### src/rtl/dm_pkg.sv
// Shared definitions for the data-memory store sequencer: store widths,
// sequencer states and the default vector length limit.
package dm_pkg;

    localparam logic [1:0] SB = 2'd0;
    localparam logic [1:0] SH = 2'd1;
    localparam logic [1:0] SW = 2'd2;

    localparam int MAX_ELEMS_DEF = 16;

    typedef enum logic {
        IDLE = 1'b0,
        VEC  = 1'b1
    } dm_state_e;

endpackage

### src/rtl/dm_lane_format.sv
// Places a store operand into its byte lanes and derives the byte enables
// from the width and the byte offset within the word.
module dm_lane_format
    import dm_pkg::*;
(
    input  logic [1:0]  addr,
    input  logic [31:0] data,
    input  logic [1:0]  sel,
    output logic [31:0] wdata,
    output logic [3:0]  be,
    output logic        misalign
);

    logic [4:0] shamt;

    always_comb begin
        shamt    = {addr, 3'b000};
        wdata    = '0;
        be       = 4'b0000;
        misalign = 1'b0;
        case (sel)
            SB: begin
                wdata = {24'b0, data[7:0]} << shamt;
                be    = 4'b1000 >> addr;
            end
            SH: begin
                wdata = {16'b0, data[15:0]} << shamt;
                if (addr == 2'd0)      be = 4'b1100;
                else if (addr == 2'd2) be = 4'b0011;
                else                   misalign = 1'b1;
            end
            SW: begin
                wdata = data;
                if (addr == 2'd0) be = 4'b1111;
                else              misalign = 1'b1;
            end
            default: misalign = 1'b1;
        endcase
    end

endmodule

### src/rtl/dm_store_sequencer.sv
// Arbitrates scalar stores and strided vector stores onto the single
// data-memory write port; scalar stores always win the cycle.
//
// state | meaning
// IDLE  | no vector command active; may accept a new one
// VEC   | issuing elements of the latched vector command
module dm_store_sequencer
    import dm_pkg::*;
#(
    parameter int MAX_ELEMS = MAX_ELEMS_DEF
) (
    input  logic                        clk,
    input  logic                        rst,
    input  logic                        sc_valid,
    output logic                        sc_ready,
    input  logic [31:0]                 sc_addr,
    input  logic [31:0]                 sc_data,
    input  logic [1:0]                  sc_sel,
    input  logic                        vs_valid,
    output logic                        vs_ready,
    input  logic [31:0]                 vs_base,
    input  logic [31:0]                 vs_stride,
    input  logic [$clog2(MAX_ELEMS):0]  vs_count,
    input  logic [1:0]                  vs_sew,
    input  logic [31:0]                 vs_elem_data,
    output logic                        vs_elem_ack,
    output logic                        vs_done,
    output logic [31:0]                 dm_addr,
    output logic [31:0]                 dm_wdata,
    output logic [3:0]                  dm_write,
    output logic                        st_misalign
);

    localparam int CW = $clog2(MAX_ELEMS) + 1;

    dm_state_e     state;
    logic [CW-1:0] k;
    logic [CW-1:0] count_q;
    logic [31:0]   run_addr;
    logic [31:0]   stride_q;
    logic [1:0]    sew_q;

    logic          issue;
    logic [31:0]   arb_addr;
    logic [31:0]   arb_data;
    logic [1:0]    arb_sel;
    logic [31:0]   fmt_wdata;
    logic [3:0]    fmt_be;
    logic          fmt_misalign;

    // A valid scalar store steals the cycle from any pending vector element.
    always_comb begin
        sc_ready    = ~rst;
        vs_ready    = ~rst & (state == IDLE) & vs_valid & ~sc_valid;
        vs_elem_ack = ~rst & (state == VEC) & ~sc_valid;
        issue       = (~rst & sc_valid) | vs_elem_ack;
        arb_addr    = sc_valid ? sc_addr : run_addr;
        arb_data    = sc_valid ? sc_data : vs_elem_data;
        arb_sel     = sc_valid ? sc_sel  : sew_q;
    end

    dm_lane_format u_lane_format (
        .addr     (arb_addr[1:0]),
        .data     (arb_data),
        .sel      (arb_sel),
        .wdata    (fmt_wdata),
        .be       (fmt_be),
        .misalign (fmt_misalign)
    );

    always_ff @(posedge clk) begin
        if (rst) begin
            state       <= IDLE;
            k           <= '0;
            count_q     <= '0;
            run_addr    <= '0;
            stride_q    <= '0;
            sew_q       <= SB;
            dm_addr     <= '0;
            dm_wdata    <= '0;
            dm_write    <= 4'b0000;
            st_misalign <= 1'b0;
            vs_done     <= 1'b0;
        end else begin
            dm_write    <= 4'b0000;
            st_misalign <= 1'b0;
            vs_done     <= 1'b0;
            if (issue) begin
                dm_addr     <= {arb_addr[31:2], 2'b00};
                dm_wdata    <= fmt_wdata;
                dm_write    <= fmt_be;
                st_misalign <= fmt_misalign;
            end
            case (state)
                IDLE: begin
                    if (vs_ready) begin
                        count_q  <= vs_count;
                        stride_q <= vs_stride;
                        sew_q    <= vs_sew;
                        run_addr <= vs_base;
                        k        <= '0;
                        if (vs_count == '0) vs_done <= 1'b1;
                        else                state   <= VEC;
                    end
                end
                VEC: begin
                    if (vs_elem_ack) begin
                        run_addr <= run_addr + stride_q;
                        k        <= k + CW'(1);
                        if (k == count_q - CW'(1)) begin
                            state   <= IDLE;
                            vs_done <= 1'b1;
                        end
                    end
                end
                default: state <= IDLE;
            endcase
        end
    end

endmodule

### config.mk
export PLATFORM = sky130hd
export DESIGN_NAME = dm_store_sequencer
export DESIGN_NICKNAME = d
export VERILOG_FILES = /design/src/rtl/dm_pkg.sv /design/src/rtl/dm_lane_format.sv /design/src/rtl/dm_store_sequencer.sv
export SDC_FILE = /design/constraint.sdc
export NUM_CORES = 1
export LEC_CHECK = 0
export ABC_CLOCK_PERIOD_IN_PS = 5400
export BUFFER_PORTS_ARGS = -buffer_cell sky130_fd_sc_hd__buf_4
export CAP_MARGIN = 40
export CORE_MARGIN = 1.5
export CORE_UTILIZATION = 37
export DETAILED_ROUTE_END_ITERATION = 12
export PLACE_DENSITY = 0.64
export SLEW_MARGIN = 20
export SYNTH_ARGS = -nofsm -noshare
export SYNTH_HDL_FRONTEND = slang
export SYNTH_SLANG_ARGS = --single-unit
### constraint.sdc
create_clock -name clk -period 5.4 [get_ports clk]
set_input_delay 0.27 -clock clk [delete_from_list [all_inputs] [get_ports clk]]
set_output_delay 0.27 -clock clk [all_outputs]
set_load 0.02 [all_outputs]
* Word level (Yosys, flattened, before mapping) *
Index checks and enable logic that the tools add are counted.

operators by class
  shift operators = 3
  equality and inequality tests = 6
  $add $sub $neg = 3
  bitwise operators = 11
  reductions and logical operators = 6
  mux-type cells = 28

operators with widths
  kind                                               count
  2-to-1 mux 32 bit                                  4
  case mux 32 bit (3 select lines)                   1
  case mux 32 bit (2 select lines)                   1
  adder 32 bit                                       1
  left shift 16 x 5 -> 32 bit                        1
  left shift 8 x 5 -> 32 bit                         1
  case mux 4 bit (3 select lines)                    1
  2-to-1 mux 1 bit                                   11
  2-to-1 mux 5 bit                                   2
  case mux 5 bit (2 select lines)                    1
  2-to-1 mux 4 bit                                   2
  AND 1 bit                                          6
  adder 5 x 1 -> 5 bit (second input constant)       1
  equality test 5 bit                                1
  logical NOT 5 bit                                  1
  subtractor 5 x 1 -> 5 bit (second input constant)  1
  equality test 2 bit (second input constant)        2
  logical NOT 2 bit                                  2
  2-to-1 mux 2 bit                                   2
  != test 2 bit (second input constant)              2
  NOT 1 bit                                          4
  case mux 1 bit (2 select lines)                    2
  AND reduction 2 bit                                2
  >> shifter 4 x 2 -> 4 bit (first input constant)   1
  other kinds (4)                                    4

storage, ports and cells
  logic and storage cells = 68
  bits of input ports = 173
  output and inout port bits = 73
  register bits = 145

* Longest topological paths before layout *
Gate-level depths: netlist (run 1).

  depth after elaboration = 6
  depth in mapped cells = 10
  gate-level depth less buffers = 10

* By module *
From an unflattened synthesis (run 1), not the netlist that was laid out.

unflattened totals
  cell total of the unflattened synthesis = 984
  area total of the unflattened synthesis = 8439.3 µm²

modules (own cells, without submodules)
  module              seq. area each (µm²)  area each (µm²)  times used  cells an instance
  dm_store_sequencer  2902.8                7601.0           1           883
  dm_lane_format      0.0                   838.3            1           101

* Least setup slack after synthesis (run 1) *
No wires, ideal clock.

  path kind = register to register
  start = register run_addr[0]
  end = register run_addr[26]
  setup time = 0.086 ns
  path slack = 2.980 ns
  data arrival time = 2.334 ns
  cell stages (with the launch flop) = 11
  period minus slack after synthesis = 2.420 ns
  buffers on the path = 0
  required time = 5.314 ns
  cells stage by stage = dfxtp_1 ha_1 fa_1 a21oi_1 o211ai_1 nand3_1 nand3_1 a41o_1 nor3b_2 mux2_1 a211oi_1

on the way
  longest elaborated chain between the ends = 3

ends and longest elaborated chain
  what                              RTL line                   source
  from (decl)                       dm_store_sequencer.sv:39   logic [31:0] run_addr;
  from (signal assigned)            dm_store_sequencer.sv:100  run_addr <= vs_base;
  from (signal assigned)            dm_store_sequencer.sv:108  run_addr <= run_addr + stride_q;
  adder 32 bit                      dm_store_sequencer.sv:108
  2-to-1 mux 32 bit                 dm_store_sequencer.sv:107  if (vs_elem_ack) begin
  case mux 32 bit (2 select lines)  dm_store_sequencer.sv:94   case (state)

No other way between the ends. The select of a mux whose other input is x is not followed.
A chain may end at the register's enable or synchronous reset.

* Worst setup path after layout (run 1) *
  start = register run_addr[1]
  end = register run_addr[31]

The elaborated chain is that of the path after synthesis.

==> metrics.md, run 1 <==
| Metric | Value |
|---|---|
| Status | finished clean |
| Prevailing post-synth register cell | dfxtp_1 |
| Largest net degree at the start of global routing | 73 |
| Synth top area cells | dfxtp_1 (36%), mux2i_1 (8.2%), nor2_1 (6.7%) |
| Multi-input logic area | ~0.0049 mm2 |
| Vias/cell | roughly 5.4 |
| Post-layout instance area | ~0.011 mm2 |
| Switching Share | between 20% and 30% |
| Clock latency on the worst-skew pair | approximately 0.43 ns |
| Mapped Area | between 0.008 and 0.009 mm2 |
| Final worst slack | ~2.5 ns |
| Setup violations, final | 0 |
| Met3 WL | between 1500 and 2000 um |
| Hold Crit Class | in -> reg |
| Critical Path AT | roughly 3.2 ns |
| Setup Skew | about 0.013 ns |
| H-tree Lvls | 4 |
| Total track usage | ~22% |
| Metal-1 WL | about 11000 um |
| Total congestion overflow | 0 |
| Fill count | approximately 2.1k |
| Final hold viol count | 0 |
| Area share of the largest cell type after synthesis | between 30% and 40% |
| Slew Viols, Final | 0 |
| Lkg Pwr | roughly 4.7 nW |
| Peak supply drop | around 0.00017 V |
| GP Congestion | ~0.87 |
| RSZ-0062 raised after global routing | false |
| CP max stage delay | about 0.44 ns |
| Combinational Power Share | 20.5% |
| Distinct cells, synth | 68 |
| Post-synth top cells | nor2_1 (146), dfxtp_1 (145), a21oi_1 (75), mux2i_1 (67), clkbuf_1 (57) |
| Ys async rst share | 0% |
| Global-route wire length before repair | ~40000 um |
| Initial DRC count | approximately 390 |
| EDFF count, synth | 0 |
| Clock period minus worst slack | between 2 and 3 ns |
| Critical Path Sink Type | flip-flop |
| Worst-Margin Slew | approximately 0.79 ns |
| Routed Antenna Nets | 0 |
| Clock sink count | 145 |
| Drt total wl | around 25000 um |
| Layout cells sized above 1 | ~28% |
| CTS Root Cell | clkbuf_16 |
| Clock network fraction of design power | between 40% and 50% |
| Slew margin rel. | between 40% and 50% |
| Synthesized flop and latch total | between 100 and 150 |
| Clk slew on worst S/H paths | approximately 0.060 ns |
| Syn. warnings | 0 |
| Sum Neg Setup Slack | 0 ns |
| Via count | between 7k and 8k |
| Synth Instances | roughly 940 |
| Postcts setup bufs | 0 |
| Startpoint Class | flip-flop |
| Worst Path Class, Setup | reg -> reg |
| Pre-CTS setup slack | 2.36 ns |
| Net Switching | just under 900 uW |
| # hold bufs at CTS | 0 |
| Int Power | about 2.2 mW |
| Slowest CP cell | dfxtp_1 |
| Leading area contributor after synthesis | dfxtp_1 |
| WP buf/inv | 0 |
| Top delay family on crit path | compound AO/OA/AOI/OAI gates |
| Sequential area share after synthesis | a little over a third |
| CTS tree | yes |
| Sequential Power Share | between 30 and 40% |
| Mean Syn Cell Area | 8.63 um2 |
| Initial Utilization | between 30% and 40% |
| P&R area growth vs syn | 32.4% |
| HPWL after DPL | between 15000 and 20000 um |
| WP data required | 5.67 ns |
| P per Cell Area | approximately 280 mW/mm2 |
| Mean routed wirelength per cell | 17.7 um |
| Vias in the first global route | 7436 |
| Crit Path Max Fanout | 5 |
| Chip width | 151 um |
| Die H | between 150 and 200 um |
| Drt drc | 0 |
| Clock buffer depth | 2 |
| Count leader, synth | nor2_1 |
| Full die area | ~0.023 mm2 |
| Max Used Layer | met4 |
| Period utilization | between 50% and 60% |
| IO Port Bufs | 243 |
| CP most frequent cell | a21oi_1 |
| Net count, final | approximately 1.3k |
| Row Count | 54 |
| Total CTS buffers | 17 |
| # diodes | 0 |
| Drt first pass iters | 4 |
| Reg area | approximately 0.0029 mm2 |
| Routed wl met2 | 11900 um |
| Core footprint | roughly 0.022 mm2 |
| CTS resizes | 0 |
| Maximum clock rate | 345 MHz |
| MaxCap Viol Count | 0 |
| Initial antenna violation count | 0 |
| Crit path cell chain | ha_1 -> a21o_1 -> a21oi_1 -> o21ai_2 -> a211oi_2 -> o21ai_1 -> a221oi_1 -> mux2i_1 -> a21oi_1 |
| Ports | about 250 |
| Dpl cell area | between 0.01 and 0.015 mm2 |
[logic make-up (layout without fill, tap and decap cells)]
logic type	Yosys count	after routing	synth area share, %
compound gates	280	280	24.6
buf+inv	84	294	4.11
fa+ha+maj	34	34	5.32
flops	145	145	35.7
simple gates	269	269	14.5
xor+xnor	36	36	3.88
other cells	1	2	0.0461
mux	93	93	11.8
[final timing paths]
check	from	to	slack, ns	depth (start not counted)
setup / recovery	run_addr[1]	run_addr[31]	2.50	9
hold / removal	vs_stride[11]	stride_q[11]	0.05	2
setup reg to reg	run_addr[1]	run_addr[31]	2.50	9
hold reg to reg	sew_q[1]	sew_q[1]	0.47	1
[cells in the final DEF, fill, tap and decap left out, types with 26 or more instances in the layout]
| cell | synthesis | routed |
|---|---|---|
| ha_1 | 33 | 33 |
| nand2_1 | 46 | 45 |
| mux2i_1 | 67 | 67 |
| a22o_1 | 42 | 42 |
| o21ai_0 | 26 | 26 |
| a21oi_1 | 75 | 74 |
| dfxtp_1 | 145 | 144 |
| nor2_1 | 146 | 146 |
| buf_4 | 3 | 247 |
[worst reg2reg max path, stage by stage (launching register included)]
cell and delay (ns):
dfxtp_1 0.44, ha_1 0.27, a21o_1 0.16, a21oi_1 0.40, o21ai_2 0.17, a211oi_2 0.41
o21ai_1 0.21, a221oi_1 0.41, mux2i_1 0.22, a21oi_1 0.08
[flip-flops by register name, indices dropped and copies added, names as in the netlist]
signal / count
dm_wdata: 32
run_addr: 32
stride_q: 32
dm_addr: 30
count_q: 5
k: 5
dm_write: 4
sew_q: 2
st_misalign: 1
state: 1
vs_done: 1
[through the flow]
step,hold WS (ns),util [%],total power [mW],cells
2_1_floorplan,0.379,-,1.59,943
3_3_place_gp,0.461,46.4,1.84,1399
3_5_place_dp,0.460,46.8,1.85,1402
4_1_cts,0.0470,49.6,3.10,1433
5_1_grt,0.0471,49.6,3.20,1433
6_report,0.0547,49.6,3.07,1433
[power groups by stage]
stage | Combinational [mW] | Clock, mW | Sequential [mW]
floorplan | 0.353 | 0 | 1.24
global placement | 0.606 | 0 | 1.23
detailed placement | 0.629 | 0 | 1.22
CTS | 0.632 | 1.27 | 1.20
global route | 0.688 | 1.31 | 1.21
finish | 0.629 | 1.24 | 1.20
[layout make-up]
cell class / count / share of cell area (%)
Tap cell: 280 / 3.25
Sequential cell: 145 / 27.0
Clock buffer: 20 / 4.35
Timing Repair Buffer: 250 / 17.9
Multi-Input combinational cell: 714 / 45.6
Inverter: 13 / 0.453
Clock inverter: 11 / 1.42
[layer usage]
layer / global-route usage, % / vias to the layer above
li1: - / 3868
met3: 5.12 / 45
met4: 8.83 / 0
met1: 28.5 / 3609
met5: 0 / -
met2: 36.5 / 256
Note: power is estimated with default switching activity, not from simulation.
==> inputs of run 2 (changes only) <==
--- a/config.mk
+++ b/config.mk
@@ -5,13 +5,13 @@
 export SDC_FILE = /design/constraint.sdc
 export NUM_CORES = 1
 export LEC_CHECK = 0
-export ABC_CLOCK_PERIOD_IN_PS = 5400
+export ABC_CLOCK_PERIOD_IN_PS = 2430
 export BUFFER_PORTS_ARGS = -buffer_cell sky130_fd_sc_hd__buf_4
 export CAP_MARGIN = 40
 export CORE_MARGIN = 1.5
 export CORE_UTILIZATION = 37
 export DETAILED_ROUTE_END_ITERATION = 12
-export PLACE_DENSITY = 0.64
+export PLACE_DENSITY = 0.66
 export SLEW_MARGIN = 20
 export SYNTH_ARGS = -nofsm -noshare
 export SYNTH_HDL_FRONTEND = slang
==> constraint.sdc (replaced) <==
create_clock -name clk -period 2.43 [get_ports clk]
set_input_delay 0.1215 -clock clk [delete_from_list [all_inputs] [get_ports clk]]
set_output_delay 0.1215 -clock clk [all_outputs]
set_load 0.02 [all_outputs]
==> metrics.md, run 2 (synthesized netlist as in run 1, its figures left out) <==
| Metric | Value |
|---|---|
| Largest net degree at the start of global routing | 53 (was 73) |
| HPWL after DPL | 20000 um (was 19200 um) |
| Pre-CTS setup slack | -0.214 ns (was 2.36 ns) |
| Setup Skew | 0.00985 ns (was 0.0125 ns) |
| IO Port Bufs | 243 (unchanged) |
| Net count, final | 1507 (was 1348) |
| # diodes | 0 (unchanged) |
| Fill count | 1909 (was 2110) |
| Peak supply drop | 0.000447 V (was 0.000175 V) |
| Clock buffer depth | 2 (unchanged) |
| Final worst slack | -0.0584 ns (was 2.50 ns) |
| Worst Path Class, Setup | reg -> reg (unchanged) |
| Critical Path AT | 2.82 ns (was 3.17 ns) |
| Maximum clock rate | 402 MHz (was 345 MHz) |
| Dpl cell area | 0.0107 mm2 (was 0.0101 mm2) |
| CTS Root Cell | clkbuf_16 (unchanged) |
| Initial Utilization | 37.5% (unchanged) |
| Mean routed wirelength per cell | 17.6 um (was 17.7 um) |
| Most frequent cells in the layout | buf_4 (332), nor2_1 (145), dfxtp_1 (134) (was buf_4 (247), nor2_1 (146), dfxtp_1 (144)) |
| Total CTS buffers | 17 (unchanged) |
| Worst-Margin Slew | 0.769 ns (was 0.792 ns) |
| Drt first pass iters | 5 (was 4) |
| Full die area | 0.0229 mm2 (unchanged) |
| Met3 WL | 1790 um (was 1530 um) |
| RSZ-0062 raised after global routing | true (was false) |
| Routed wl met2 | 13600 um (was 11900 um) |
| P per Cell Area | 557 mW/mm2 (was 285 mW/mm2) |
| Max Used Layer | met4 (unchanged) |
| Hold Crit Class | in -> reg (unchanged) |
| Biggest regs | dm_wdata: 32 flops, run_addr: 32 flops, stride_q: 32 flops (unchanged) |
| Initial DRC count | 474 (was 392) |
| Total track usage | 24.0% (was 22.4%) |
| WP data required | 2.76 ns (was 5.67 ns) |
| Die H | 151 um (unchanged) |
| Sum Neg Setup Slack | -0.149 ns (was 0 ns) |
| Period utilization | 102% (was 53.7%) |
| Total congestion overflow | 0 (unchanged) |
| Chip width | 151 um (unchanged) |
| Clock period minus worst slack | 2.49 ns (was 2.90 ns) |
| Slew margin rel. | 48.6% (was 47.0%) |
| P&R area growth vs syn | 54.0% (was 32.4%) |
| Row Count | 54 (unchanged) |
| H-tree Lvls | 4 (unchanged) |
| GP Congestion | 0.899 (was 0.870) |
| Clock latency on the worst-skew pair | 0.43 ns (about the same) |
| Vias in the first global route | 8146 (was 7436) |
| Violated checks | negative setup slack |
| Vias/cell | 5.35 (was 5.43) |
| Commonest non-fill, non-tap cell in the layout | buf_4 (unchanged) |
| Ports | 246 (unchanged) |
| Drt drc | 0 (unchanged) |
| MaxCap Viol Count | 0 (unchanged) |
| Setup violations, final | 4 (was 0) |
| Final hold viol count | 0 (unchanged) |
| Routed Antenna Nets | 0 (unchanged) |
| Core footprint | 0.0217 mm2 (unchanged) |
| Post-layout instance area | 0.0125 mm2 (was 0.0108 mm2) |
| Initial antenna violation count | 0 (unchanged) |
| Slew Viols, Final | 0 (unchanged) |
| Lkg Pwr | 5.51 nW (was 4.70 nW) |
| Startpoint Class | flip-flop (unchanged) |
| Critical Path Sink Type | flip-flop (unchanged) |
| Drt total wl | 28000 um (was 25400 um) |
| Global-route wire length before repair | 42600 um (was 39500 um) |
| Crit Path Max Fanout | 2 (was 5) |
| Via count | 8522 (was 7778) |
| Clk slew on worst S/H paths | 0.07 ns (was 0.06 ns) |
| Clock sink count | 145 (unchanged) |
| Metal-1 WL | 11900 um (was 11200 um) |
| Status | finished, violations left (was finished clean) |
| Layout cells sized above 1 | 36.2% (was 28.1%) |
| CTS tree | yes (unchanged) |
## run 2: changes by cell type in the layout (fill, tap and decap cells not counted), sizes merged
cell | before | now
bufinv | 3 | 1
buf | 250 | 339
dlygate4sd3 | 0 | 70
clkinv | 6 | 8
clkbuf | 20 | 19
inv | 12 | 14
## run 2: path summary, 6_finish.rpt
| kind | from | endpoint | slack (ns) | cells after the start |
|---|---|---|---|---|
| max reg2reg | stride_q[7] | run_addr[9] | -0.06 | 11 |
| min reg2reg | sew_q[1] | sew_q[1] | 0.48 | 1 |
| min | vs_base[2] | run_addr[2] | 0.03 | 3 |
| max | stride_q[7] | run_addr[9] | -0.06 | 11 |
## run 2: cell type report
| type | instances | area, um2 | share of cell area [%] |
|---|---|---|---|
| Multi-Input combinational cell | 714 | 5310 | 42.4 |
| Timing Repair Buffer | 409 | 3310 | 26.5 |
| Sequential cell | 145 | 2920 | 23.3 |
| Clock buffer | 19 | 443 | 3.54 |
| Tap cell | 280 | 350 | 2.80 |
| Clock inverter | 13 | 130 | 1.04 |
| Inverter | 13 | 51.3 | 0.410 |
## run 2: what timing repair did
item | 4_1_cts | 5_1_grt
endpoints found under the setup margin | 15 | 22
endpoints found under the hold margin | 70 | 0
pin swaps | 17 | 33
hold buffers | 70 | 0
resized for setup | 36 | 44
buffers inserted | 4 | 8
## run 2: power breakdown
part           total (mW)  switching (mW)  leakage, nW  internal (mW)
Combinational        1.74           0.876         4.05          0.865
Sequential           2.64           0.107         1.19           2.53
Clock                2.60            1.14        0.272           1.45
## run 2: routing by layer
layer	global-route usage, %	up-vias
li1	-	4174
met1	29.9	3967
met2	40.9	326
met3	4.73	55
met4	8.79	0
met5	0	-
## run 2: worst max-delay path: stages (launching register included)
cell      delay [ns]
dfxtp_2         0.34
ha_4            0.27
inv_2           0.03
or4_4           0.56
o21ai_4         0.21
buf_4           0.14
buf_6           0.09
o21a_1          0.10
nor2_1          0.04
xnor2_1         0.19
mux2i_1         0.13
a211oi_1        0.30
## run 2: metrics by stage
stage | total power [mW] | instances | hold slack [ns] | utilization (%)
final | 6.97 | 1593 | 0.0259 | 57.7
after CTS | 6.98 | 1585 | 0.00711 | 56.4
after floorplan | 3.53 | 943 | 0.230 | -
after global placement | 4.21 | 1478 | 0.336 | 49.3
after global routing | 7.28 | 1593 | 0.0303 | 57.7
after detailed placement | 4.24 | 1479 | 0.341 | 49.5
==> inputs of run 3 (changes only) <==
--- a/config.mk
+++ b/config.mk
@@ -15,4 +15,6 @@
 export SLEW_MARGIN = 20
 export SYNTH_ARGS = -nofsm -noshare
 export SYNTH_HDL_FRONTEND = slang
+export SYNTH_HIERARCHICAL = 1
 export SYNTH_SLANG_ARGS = --single-unit
+export TNS_END_PERCENT = 20
==> metrics.md, run 3 <==
| Metric | Value |
|---|---|
| WP data required | 2.78 ns (was 2.76 ns) |
| RSZ-0062 raised after global routing | true (unchanged) |
| Initial antenna violation count | 0 (unchanged) |
| Commonest non-fill, non-tap cell in the layout | buf_4 (unchanged) |
| Mapped Area | 0.00844 mm2 (was 0.00813 mm2) |
| Crit path cell chain | ha_4 -> nand2_1 -> o211ai_1 -> a22oi_2 -> buf_6 -> o211ai_2 -> a31oi_1 -> buf_4 -> o31a_1 -> a2111o_1 -> o221ai_2 (was ha_4 -> inv_2 -> or4_4 -> o21ai_4 -> buf_4 -> buf_6 -> o21a_1 -> nor2_1 -> xnor2_1 -> mux2i_1 -> a211oi_1) |
| Period utilization | 104% (was 102%) |
| EDFF count, synth | 0 (unchanged) |
| Mean routed wirelength per cell | 17.0 um (was 17.6 um) |
| IO Port Bufs | 243 (unchanged) |
| Clock network fraction of design power | 37.3% (was 37.2%) |
| Via count | 8469 (was 8522) |
| Worst-Margin Slew | 0.724 ns (was 0.769 ns) |
| Area share of the largest cell type after synthesis | 34.4% (was 35.7%) |
| Largest net degree at the start of global routing | 52 (was 53) |
| Switching Share | 30.7% (was 30.5%) |
| Worst Path Class, Setup | reg -> reg (unchanged) |
| Pre-CTS setup slack | -0.216 ns (was -0.214 ns) |
| Total track usage | 22.7% (was 24.0%) |
| Final core utilization | 54.5% (was 57.7%) |
| Met3 WL | 1310 um (was 1790 um) |
| CTS tree | yes (unchanged) |
| Slew margin rel. | 51.8% (was 48.6%) |
| Clock period minus worst slack | 2.53 ns (was 2.49 ns) |
| Fill count | 2031 (was 1909) |
| Combinational Power Share | 23.7% (was 25.0%) |
| Clock latency on the worst-skew pair | 0.43 ns (about the same) |
| Int Power | 4.65 mW (was 4.85 mW) |
| R2R Setup Slk | -0.1 ns (was -0.06 ns) |
| Drt first pass iters | 5 (unchanged) |
| Chip width | 154 um (was 151 um) |
| Drt drc | 0 (unchanged) |
| Synth top area cells | dfxtp_1 (34%), a21oi_1 (6.1%), mux2i_1 (5.7%) (was dfxtp_1 (36%), mux2i_1 (8.2%), nor2_1 (6.7%)) |
| Lkg Pwr | 5.34 nW (was 5.51 nW) |
| Die H | 154 um (was 151 um) |
| Violated checks | negative setup slack (unchanged) |
| Global-route wire length before repair | 43000 um (was 42600 um) |
| Count leader, synth | dfxtp_1 (was nor2_1) |
| Hold Crit Class | in -> reg (unchanged) |
| GP Congestion | 0.869 (was 0.899) |
| Startpoint Class | flip-flop (unchanged) |
| HPWL after DPL | 19000 um (was 20000 um) |
| Multi-input logic area | 0.00538 mm2 (was 0.00531 mm2) |
| Initial Utilization | 37.5% (about the same) |
| Sequential Power Share | 38.9% (was 37.8%) |
| Mean Syn Cell Area | 8.58 um2 (was 8.63 um2) |
| CTS Root Cell | clkbuf_16 (unchanged) |
| P per Cell Area | 547 mW/mm2 (was 557 mW/mm2) |
| Total congestion overflow | 0 (unchanged) |
| Initial DRC count | 498 (was 474) |
| H-tree Lvls | 4 (unchanged) |
| Most frequent cells in the layout | buf_4 (305), dfxtp_1 (140), nor2_1 (112) (was buf_4 (332), nor2_1 (145), dfxtp_1 (134)) |
| Maximum clock rate | 396 MHz (was 402 MHz) |
| Syn. warnings | 6 (was 0) |
| Clock sink count | 145 (unchanged) |
| Vias in the first global route | 8222 (was 8146) |
| Crit Path Max Fanout | 5 (was 2) |
| Final worst slack | -0.0955 ns (was -0.0584 ns) |
| Post-synth top cells | dfxtp_1 (145), nor2_1 (113), a21oi_1 (103), nand2_1 (102), mux2i_1 (48) (was nor2_1 (146), dfxtp_1 (145), a21oi_1 (75), mux2i_1 (67), clkbuf_1 (57)) |
| Net count, final | 1516 (was 1507) |
| Clk slew on worst S/H paths | 0.07 ns (about the same) |
| Total CTS buffers | 17 (unchanged) |
| Top delay family on crit path | compound AO/OA/AOI/OAI gates (unchanged) |
| Sequential area share after synthesis | 34.4% (was 35.7%) |
| Vias/cell | 5.27 (was 5.35) |
| Metal-1 WL | 12500 um (was 11900 um) |
| Synthesized flop and latch total | 145 (unchanged) |
| Net Switching | 2.06 mW (was 2.13 mW) |
| Final hold viol count | 0 (unchanged) |
| # diodes | 0 (unchanged) |
| Drt total wl | 27300 um (was 28000 um) |
| MaxCap Viol Count | 0 (unchanged) |
| Layout cells sized above 1 | 31.8% (was 36.2%) |
| P&R area growth vs syn | 45.3% (was 54.0%) |
| Status | finished, violations left (unchanged) |
| Row Count | 55 (was 54) |
| Full die area | 0.0237 mm2 (was 0.0229 mm2) |
| Setup violations, final | 4 (unchanged) |
| Total power | 6.71 mW (was 6.97 mW) |
| CP max stage delay | 0.43 ns (was 0.56 ns) |
| WP buf/inv | 2 (was 3) |
| Clock buffer depth | 2 (unchanged) |
| Distinct cells, synth | 77 (was 68) |
| Max Used Layer | met4 (unchanged) |
| Critical Path AT | 2.87 ns (was 2.82 ns) |
| Biggest regs | dm_wdata: 32 flops, run_addr: 32 flops, stride_q: 32 flops (unchanged) |
| Ys async rst share | 0% (unchanged) |
| Core footprint | 0.0225 mm2 (was 0.0217 mm2) |
| Slowest CP cell | a2111o_1 (was or4_4) |
| Prevailing post-synth register cell | dfxtp_1 (unchanged) |
| Setup Skew | 0.00881 ns (was 0.00985 ns) |
| Sum Neg Setup Slack | -0.253 ns (was -0.149 ns) |
| Peak supply drop | 0.000411 V (was 0.000447 V) |
| Critical Path Sink Type | flip-flop (unchanged) |
| Reg area | 0.00291 mm2 (was 0.00292 mm2) |
| Routed wl met2 | 13000 um (was 13600 um) |
| Synth Instances | 984 (was 942) |
| Ports | 246 (unchanged) |
| Leading area contributor after synthesis | dfxtp_1 (unchanged) |
| Slew Viols, Final | 0 (unchanged) |
| Routed Antenna Nets | 0 (unchanged) |
## run 3: cell types whose count changed after synthesis, sizes merged, moves of 10 or more
cell    before  now
mux2i       67   48
and3b        0   16
a22oi       11    1
nand2       46  103
clkbuf      57   44
a21oi       75  105
nor2       146  113
nor3        21    5
a221o        1   23
buf         14   28
mux2        26   36
## run 3: worst paths after layout
| path | from | cells past startpoint | end |
|---|---|---|---|
| max reg2reg | run_addr[4] | 11 | run_addr[30] |
| min reg2reg | dm_wdata[1] | 2 | dm_wdata[1] |
| max | run_addr[4] | 11 | run_addr[30] |
| min | vs_base[0] | 3 | run_addr[0] |
## run 3: power by group through the flow
stage	logic (mW)	clock network [mW]	registers, mW
after floorplan	0.794	0	2.72
after global placement	1.45	0	2.65
after detailed placement	1.46	0	2.65
after CTS	1.58	2.55	2.61
after global routing	1.73	2.67	2.63
final	1.59	2.51	2.61
## run 3: logic make-up (layout without fill, tap and decap cells)
family,count (synthesis),count (layout),share of synthesized area (%)
buffers and inverters,85,422,4.28
DFF,145,145,34.4
and+or+nand+nor,317,317,18.7
muxes,84,84,10.5
xor gates and xnor gates,34,34,3.53
other,1,2,0.0444
adders and majority gates,34,34,5.13
AOI/OAI and AO/OA,284,284,23.5
## run 3: final cells by class
| cell class | count | area share [%] |
|---|---|---|
| Inverter | 13 | 0.398 |
| Timing Repair Buffer | 377 | 24.6 |
| Clock buffer | 17 | 3.47 |
| Multi-Input combinational cell | 755 | 43.8 |
| Sequential cell | 145 | 23.7 |
| Tap cell | 285 | 2.91 |
| Clock inverter | 15 | 1.01 |
## run 3: per-layer routing
layer	vias up	track usage, %
li1	4230	-
met1	3966	30.2
met2	242	37.5
met3	31	3.92
met4	0	6.70
met5	-	0
## run 3: stage by stage
step | std cells | instance area, um2 | hold slack (ns)
2_1_floorplan | 985 | 8450 | 0.230
3_3_place_gp | 1505 | 10800 | 0.338
3_5_place_dp | 1505 | 10800 | 0.342
4_1_cts | 1607 | 12200 | 0.0227
5_1_grt | 1607 | 12300 | 0.0377
6_report | 1607 | 12300 | 0.0354
## run 3: what timing repair did
| action | 4_1_cts | 5_1_grt |
|---|---|---|
| hold endpoints to repair | 70 | 0 |
| setup buffers | 1 | 0 |
| pin swaps | 5 | 6 |
| resized for setup | 19 | 11 |
| endpoints found under the setup margin | 10 | 15 |
| hold buffers | 69 | 0 |
## run 3: worst reg2reg max path: cells and delay by family, from the launching register on
| kind | cells | cell delay [ns] |
|---|---|---|
| buf+inv | 2 | 0.29 |
| simple gates | 1 | 0.14 |
| compound gates | 7 | 1.40 |
| fa+ha+maj | 1 | 0.29 |
| flops | 1 | 0.34 |
